File: config.mk
export PLATFORM = sky130hd
export DESIGN_NAME = poly_add_sub_seq
export DESIGN_NICKNAME = d
export VERILOG_FILES = /design/src/rtl/poly_arith_pkg.sv /design/src/rtl/mod_uni_add_sub.sv /design/src/rtl/poly_add_sub_seq.sv
export SDC_FILE = /design/constraint.sdc
export NUM_CORES = 1
export LEC_CHECK = 0
export BUFFER_PORTS_ARGS = -buffer_cell sky130_fd_sc_hd__buf_4
export CORE_MARGIN = 2
export CORE_UTILIZATION = 30
export DETAILED_ROUTE_END_ITERATION = 10
export PLACE_DENSITY = 0.45
export SLEW_MARGIN = 20
export SYNTH_ARGS = -nofsm -noshare
export SYNTH_HDL_FRONTEND = slang
export SYNTH_SLANG_ARGS = --single-unit
File: constraint.sdc
create_clock -name clk -period 3.65 [get_ports clk]
set_input_delay 0.73 -clock clk [delete_from_list [all_inputs] [get_ports clk]]
set_output_delay 0.73 -clock clk [all_outputs]
set_load 0.01 [all_outputs]
File: src/rtl/poly_arith_pkg.sv
// Shared parameters, coefficient type and modular helper for the polynomial arithmetic blocks.
package poly_arith_pkg;

    localparam int N       = 256;
    localparam int Q       = 3329;
    localparam int COEFF_W = 12;
    localparam int ADDR_W  = 8;

    typedef logic [COEFF_W-1:0] coeff_t;

    localparam logic [COEFF_W:0] Q_EXT = (COEFF_W+1)'(Q);

    // A single conditional subtraction suffices because callers keep x below 2*Q.
    function automatic coeff_t reduce_once(input logic [COEFF_W:0] x);
        logic [COEFF_W:0] y;
        y = (x >= Q_EXT) ? (x - Q_EXT) : x;
        return y[COEFF_W-1:0];
    endfunction

endpackage

File: src/rtl/mod_uni_add_sub.sv
// Two-stage modular adder/subtractor mod Q: raw sum/difference, then one conditional reduction.
module mod_uni_add_sub
    import poly_arith_pkg::*;
(
    input  logic   clk,
    input  logic   rst,
    input  logic   i_valid,
    input  logic   i_is_sub,
    input  coeff_t i_a,
    input  coeff_t i_b,
    output logic   o_valid,
    output coeff_t o_res
);

    logic [COEFF_W:0] w_raw;
    logic [COEFF_W:0] r_raw;
    logic             r_valid_s1;

    // Subtraction is biased by Q so the intermediate never goes negative.
    always_comb begin
        if (i_is_sub) begin
            w_raw = {1'b0, i_a} + Q_EXT - {1'b0, i_b};
        end else begin
            w_raw = {1'b0, i_a} + {1'b0, i_b};
        end
    end

    always_ff @(posedge clk) begin
        if (rst) begin
            r_valid_s1 <= 1'b0;
            r_raw      <= '0;
            o_valid    <= 1'b0;
            o_res      <= '0;
        end else begin
            r_valid_s1 <= i_valid;
            r_raw      <= w_raw;
            o_valid    <= r_valid_s1;
            o_res      <= reduce_once(r_raw);
        end
    end

endmodule

File: src/rtl/poly_add_sub_seq.sv
// Streams A and B coefficient memories through one modular add/sub unit and writes
// the 256 results in index order, signalling completion with a one-cycle done pulse.
module poly_add_sub_seq
    import poly_arith_pkg::*;
(
    input  logic              clk,
    input  logic              rst,
    input  logic              start_i,
    input  logic              is_sub_i,
    output logic              rd_en_o,
    output logic [ADDR_W-1:0] rd_addr_o,
    input  coeff_t            a_rdata_i,
    input  coeff_t            b_rdata_i,
    output logic              wr_en_o,
    output logic [ADDR_W-1:0] wr_addr_o,
    output coeff_t            wr_data_o,
    output logic              busy_o,
    output logic              done_o
);

    typedef enum logic [1:0] {
        IDLE,
        RUN,
        DRAIN,
        DONE
    } state_t;

    localparam logic [ADDR_W-1:0] LAST_ADDR = ADDR_W'(N - 1);

    state_t            r_state;
    logic              r_is_sub;
    logic              r_rd_en_d1;
    logic [ADDR_W-1:0] r_addr_d1;
    logic [ADDR_W-1:0] r_addr_d2;

    // The address holds at the last index after RUN so the counter never wraps.
    always_ff @(posedge clk) begin
        if (rst) begin
            r_state   <= IDLE;
            r_is_sub  <= 1'b0;
            rd_en_o   <= 1'b0;
            rd_addr_o <= '0;
            busy_o    <= 1'b0;
            done_o    <= 1'b0;
        end else begin
            case (r_state)
                IDLE: begin
                    if (start_i) begin
                        r_state   <= RUN;
                        r_is_sub  <= is_sub_i;
                        rd_en_o   <= 1'b1;
                        rd_addr_o <= '0;
                        busy_o    <= 1'b1;
                    end
                end
                RUN: begin
                    if (rd_addr_o == LAST_ADDR) begin
                        r_state <= DRAIN;
                        rd_en_o <= 1'b0;
                    end else begin
                        rd_addr_o <= rd_addr_o + ADDR_W'(1);
                    end
                end
                DRAIN: begin
                    if (wr_en_o && (wr_addr_o == LAST_ADDR)) begin
                        r_state <= DONE;
                        done_o  <= 1'b1;
                    end
                end
                DONE: begin
                    r_state <= IDLE;
                    done_o  <= 1'b0;
                    busy_o  <= 1'b0;
                end
                default: r_state <= IDLE;
            endcase
        end
    end

    // Address and valid delay lines line up with the memory and datapath latency.
    always_ff @(posedge clk) begin
        if (rst) begin
            r_rd_en_d1 <= 1'b0;
            r_addr_d1  <= '0;
            r_addr_d2  <= '0;
            wr_addr_o  <= '0;
        end else begin
            r_rd_en_d1 <= rd_en_o;
            r_addr_d1  <= rd_addr_o;
            r_addr_d2  <= r_addr_d1;
            wr_addr_o  <= r_addr_d2;
        end
    end

    mod_uni_add_sub u_add_sub (
        .clk      (clk),
        .rst      (rst),
        .i_valid  (r_rd_en_d1),
        .i_is_sub (r_is_sub),
        .i_a      (a_rdata_i),
        .i_b      (b_rdata_i),
        .o_valid  (wr_en_o),
        .o_res    (wr_data_o)
    );

endmodule

Yosys cells after proc, flatten, opt, wreduce, memory -nomap -nowiden
Cells that the tools add are included.

storage, ports and cells
  flip-flop bits (word level) = 66
  word-level logic and storage cells = 55
  input bits = 28
  output and inout bits = 32

cells by class
  add/subtract/negate cells = 5
  order comparisons = 1
  muxes and demuxes = 15
  eq/ne operators = 9
  reduce and logical (&&, ||, !) cells = 11

operators with widths
  operator                                                              count
  equality test 8 bit (second input constant)                           2
  two-way mux 8 bit                                                     2
  case mux 8 bit (2 select lines)                                       1
  adder 12 x 12 -> 13 bit                                               1
  adder 12 x 12 -> 13 bit (second input constant)                       1
  greater-or-equal comparator 13 x 12 -> 1 bit (second input constant)  1
  two-way mux 13 bit                                                    1
  subtractor 13 x 12 -> 13 bit                                          1
  two-way mux 12 bit                                                    1
  subtractor 12 bit (second input constant)                             1
  AND reduction 3 bit                                                   3
  adder 8 x 1 -> 8 bit (second input constant)                          1
  != test 2 bit (second input constant)                                 4
  case mux 2 bit (4 select lines)                                       1
  two-way mux 2 bit                                                     3
  case mux 1 bit (2 select lines)                                       3
  AND reduction 2 bit                                                   3
  nonzero test 2 bit                                                    3
  equality test 2 bit (second input constant)                           2
  two-way mux 1 bit                                                     3
  equality test 2 x 1 -> 1 bit (second input constant)                  1
  logical NOT 2 bit                                                     1
  logical AND 1 bit                                                     1

Depth between registers and ports, before layout
  word-level depth = 4
  gate-level depth with buffers = 12
  gate-level depth less buffers = 12

By module
From an unflattened synthesis, not the netlist that was laid out.

unflattened totals
  cells, all modules = 429
  area total of the unflattened synthesis = 3758.6 um^2

by module, submodules not included
  module            area each (um^2)  cells each  times used  sequential area each (um^2)
  mod_uni_add_sub   2282.2            279         1           540.5
  poly_add_sub_seq  1476.4            150         1           780.7

Least setup slack after synthesis
No wires, ideal clock.

  path kind = input to register
  start = in a_rdata_i[0]
  end = reg u_add_sub.r_raw[10]
  stages = 8
  library setup time = 0.100 ns
  setup slack = 0.782 ns
  data arrival time = 2.769 ns
  data required time = 3.550 ns
  cell sequence = ha_1 fa_1 nor2b_1 o21ai_1 a311oi_2 o41ai_1 mux2_4 a2111oi_4

between the ends
  word-level cells in the longest chain between the ends = 3
  elaborated cells between the ends (all ways) = 4
  classes of those cells = add/sub (3); mux (1)

RTL lines
  what                          line                    RTL
  start: declaration            poly_add_sub_seq.sv:12  input coeff_t a_rdata_i,
  adder 12 x 12 -> 13 bit       mod_uni_add_sub.sv:22   w_raw = {1'b0, i_a} + Q_EXT - {1'b0, i_b};
  subtractor 13 x 12 -> 13 bit  mod_uni_add_sub.sv:22
  two-way mux 13 bit *          mod_uni_add_sub.sv:21   if (i_is_sub) begin
  end signal: assignment        mod_uni_add_sub.sv:36   r_raw <= w_raw;
  end: declaration              mod_uni_add_sub.sv:16   logic [COEFF_W:0] r_raw;

Mark *: on every way between the ends. The rest lies on a longest branch, timed or not.
A chain may end at the register's enable or synchronous reset.

Worst setup path in the final report
Ends and elaborated chain as after synthesis.

==> metrics.txt <==
WL final about 7700 um; diode count 0; RSZ-0062 raised after global routing false; CTS tree yes; worst skew pair latency between 0.3 and 0.4 ns; # IOs 60; Setup crit end kind register; Placed Area about 4300 um2; Leakage 0.00197 uW; clock power share a little over a third; Die W approximately 110 um; share of post-route cells with drive strength above 1 17.6%; clock transition at the registers of the reported paths around 0.060 ns; largest net degree at the start of global routing 65; port bufs 59; reg-to-reg slack, setup between 1.5 and 2 ns; Syn Nets about 480; clock sinks between 60 and 70; Post-DRT Antenna Nets 0; Hold Path End wr_addr_o[0]; DR WL/cell about 12 um; fmax ~330 MHz; CTS buffer count 9; crit path max fanout 3; postcts setup bufs 0; Reg power frac 36.9%; GPL Wtd Cong between 0.7 and 0.8; Crit path required time slightly below 4 ns; ys async rst share 0%; post-synthesis cell count ~400; minimum clock period 3.01 ns; crit path DAT 3.23 ns; Vias per Instance 4.63; fin util between 30% and 40%; initial antenna violation count 0; top-count cell post-synth dfxtp_1; Seq cells post-synth 66; Final TNS setup 0 ns; first-pass iteration count of the detailed router 4; starting density of the core between 30% and 40%; worst-margin pin slew roughly 0.85 ns; fin nets approximately 540; average footprint of a synthesized cell 8.93 um2; logic gate share of total power a little over a quarter; status complete, no violations; synth warn 0; synthesized area about 3700 um2; worst min path class register to register; CTS root buffer clkbuf_16; Cell Count Post-Placement about 600; Crit Reg-Reg Startpoint r_state[0]; post-synthesis sequential area ratio 35.9%; Slew Viols, Final 0; largest area contributor in the netlist dfxtp_1; fin crit share between 80% and 90%; dpl ws approximately 0.32 ns; R2R depth 8; final-layout fill cell count ~1200; Power Dens Cells approximately 520 nW/um2; final non-filler cell total 624; P&R area growth vs syn 24.2%; Hold Startpoint r_addr_d2[0]; first-pass GRT wire length approximately 13000 um; Fin. Hold Viols 0; Max VDD drop between 200 and 250 uV; cts repair resizes 0; core area between 10000 and 15000 um2; Yosys top cell area share a little over a third; Int Pwr approximately 1600 uW; clk_skew ~0.0076 ns; post-synth cell types 58; Net Switching 746 uW; vias in the first global route between 2000 and 3000; Crit Path Category primary input to register; fin area between 4000 and 5000 um2; hold depth 1; Post-route DRC 0; die height approximately 110 um; Die Area about 13000 um2; # rows 40; Slew Limit Headroom 43.3%; cts hold-fix bufs 0; ys flop type dfxtp_1; vias approximately 2900; Clock Path Buffers 2; sw frac between 30% and 40%; RR Endpoint rd_addr_o[5]; Commonest cells post-synth 66 x dfxtp_1, 47 x nor2_1, 42 x ha_1; final setup vio count 0; CP Launch Type primary input; max cap viols 0; worst setup margin between 0.6 and 0.7 ns; Detail Placement HPWL about 6000 um; grt ovf 0; Overall Global Routing Usage between 10% and 20%; number of synthesized flops with an enable pin 0; CTS H-tree depth 3; Area contributors post-synth dfxtp_1 36%, ha_1 14%, nor2b_1 5.4%, nor2_1 4.8%, xor2_1 4.0%; starting DRC count in detailed routing around 150
## worst max-delay path by stage
stage,start,to
2_1_floorplan,a_rdata_i[0],u_add_sub.r_raw[10]
3_3_place_gp,a_rdata_i[0],u_add_sub.r_raw[10]
3_5_place_dp,a_rdata_i[0],u_add_sub.r_raw[10]
4_1_cts,a_rdata_i[0],u_add_sub.r_raw[10]
5_1_grt,a_rdata_i[0],u_add_sub.r_raw[10]
6_report,a_rdata_i[0],u_add_sub.r_raw[10]
## kinds of logic after synthesis
logic type / count (synthesis) / share of synthesized area (%)
AO/OA/AOI/OAI: 78 / 14.6
XOR/XNOR: 27 / 6.42
AND/OR/NAND/NOR: 153 / 21.8
multiplexers: 7 / 2.11
adder cells (fa/ha/maj): 44 / 15.4
flip-flops: 66 / 35.9
buffers and inverters: 37 / 3.81
## power groups by stage
stage / Sequential [uW] / Combinational (uW) / Clock [uW]
detailed placement: 890 / 641 / 0
finish: 873 / 641 / 856
global placement: 888 / 636 / 0
CTS: 874 / 645 / 879
floorplan: 879 / 453 / 0
global route: 889 / 725 / 916
## cell usage in the layout (no fill, tap or decap), types with 6 or more instances in the layout
cell type	n
dfxtp_1	66
buf_4	59
nor2_1	47
ha_1	42
nor2b_1	32
inv_1	26
a21oi_1	19
nand2_1	17
xor2_1	17
o21ai_0	13
nor3_1	13
xnor2_1	10
a211oi_1	9
clkbuf_16	9
nand2b_1	7
nand3_1	7
o21bai_1	6
o21ai_1	6
nand4_1	6
## layout make-up
class	instances	area [um2]	area share, %
multi-input combinational	309	2220	48.5
clock inverter	7	78.8	1.72
tap	147	184	4.02
inverter	27	101	2.22
sequential	66	1320	28.9
clock buffer	9	225	4.92
timing repair buffer	59	443	9.69
## metrics by stage
stage	hold slack (ns)	power, uW
5_1_grt	0.451	2530
4_1_cts	0.433	2400
2_1_floorplan	0.414	1330
3_5_place_dp	0.424	1530
3_3_place_gp	0.426	1520
6_report	0.429	2370
## sequential cells by signal, summed over array words and instances (netlist names)
name,cells
u_add_sub.r_raw,13
u_add_sub.o_res,12
r_addr_d1,8
r_addr_d2,8
rd_addr_o,8
wr_addr_o,8
r_state,2
busy_o,1
done_o,1
r_is_sub,1
r_rd_en_d1,1
rd_en_o,1
u_add_sub.o_valid,1
u_add_sub.r_valid_s1,1
## critical path: stages
cell and delay, ns:
buf_4 0.11, ha_1 0.21, fa_1 0.40, nor2b_1 0.16, o21ai_1 0.22, a311oi_2 0.16
o41ai_1 0.55, mux2_4 0.36, a2111oi_4 0.32
## routing by layer
| metal | part of all wire, % | global-route usage [%] |
|---|---|---|
| met3 | 3.5 | 2.32 |
| met5 | 0 | 0 |
| met2 | 41 | 18.4 |
| met1 | 54 | 18.2 |
| met4 | 1.5 | 4.58 |
(Power assumes the default switching activity.)
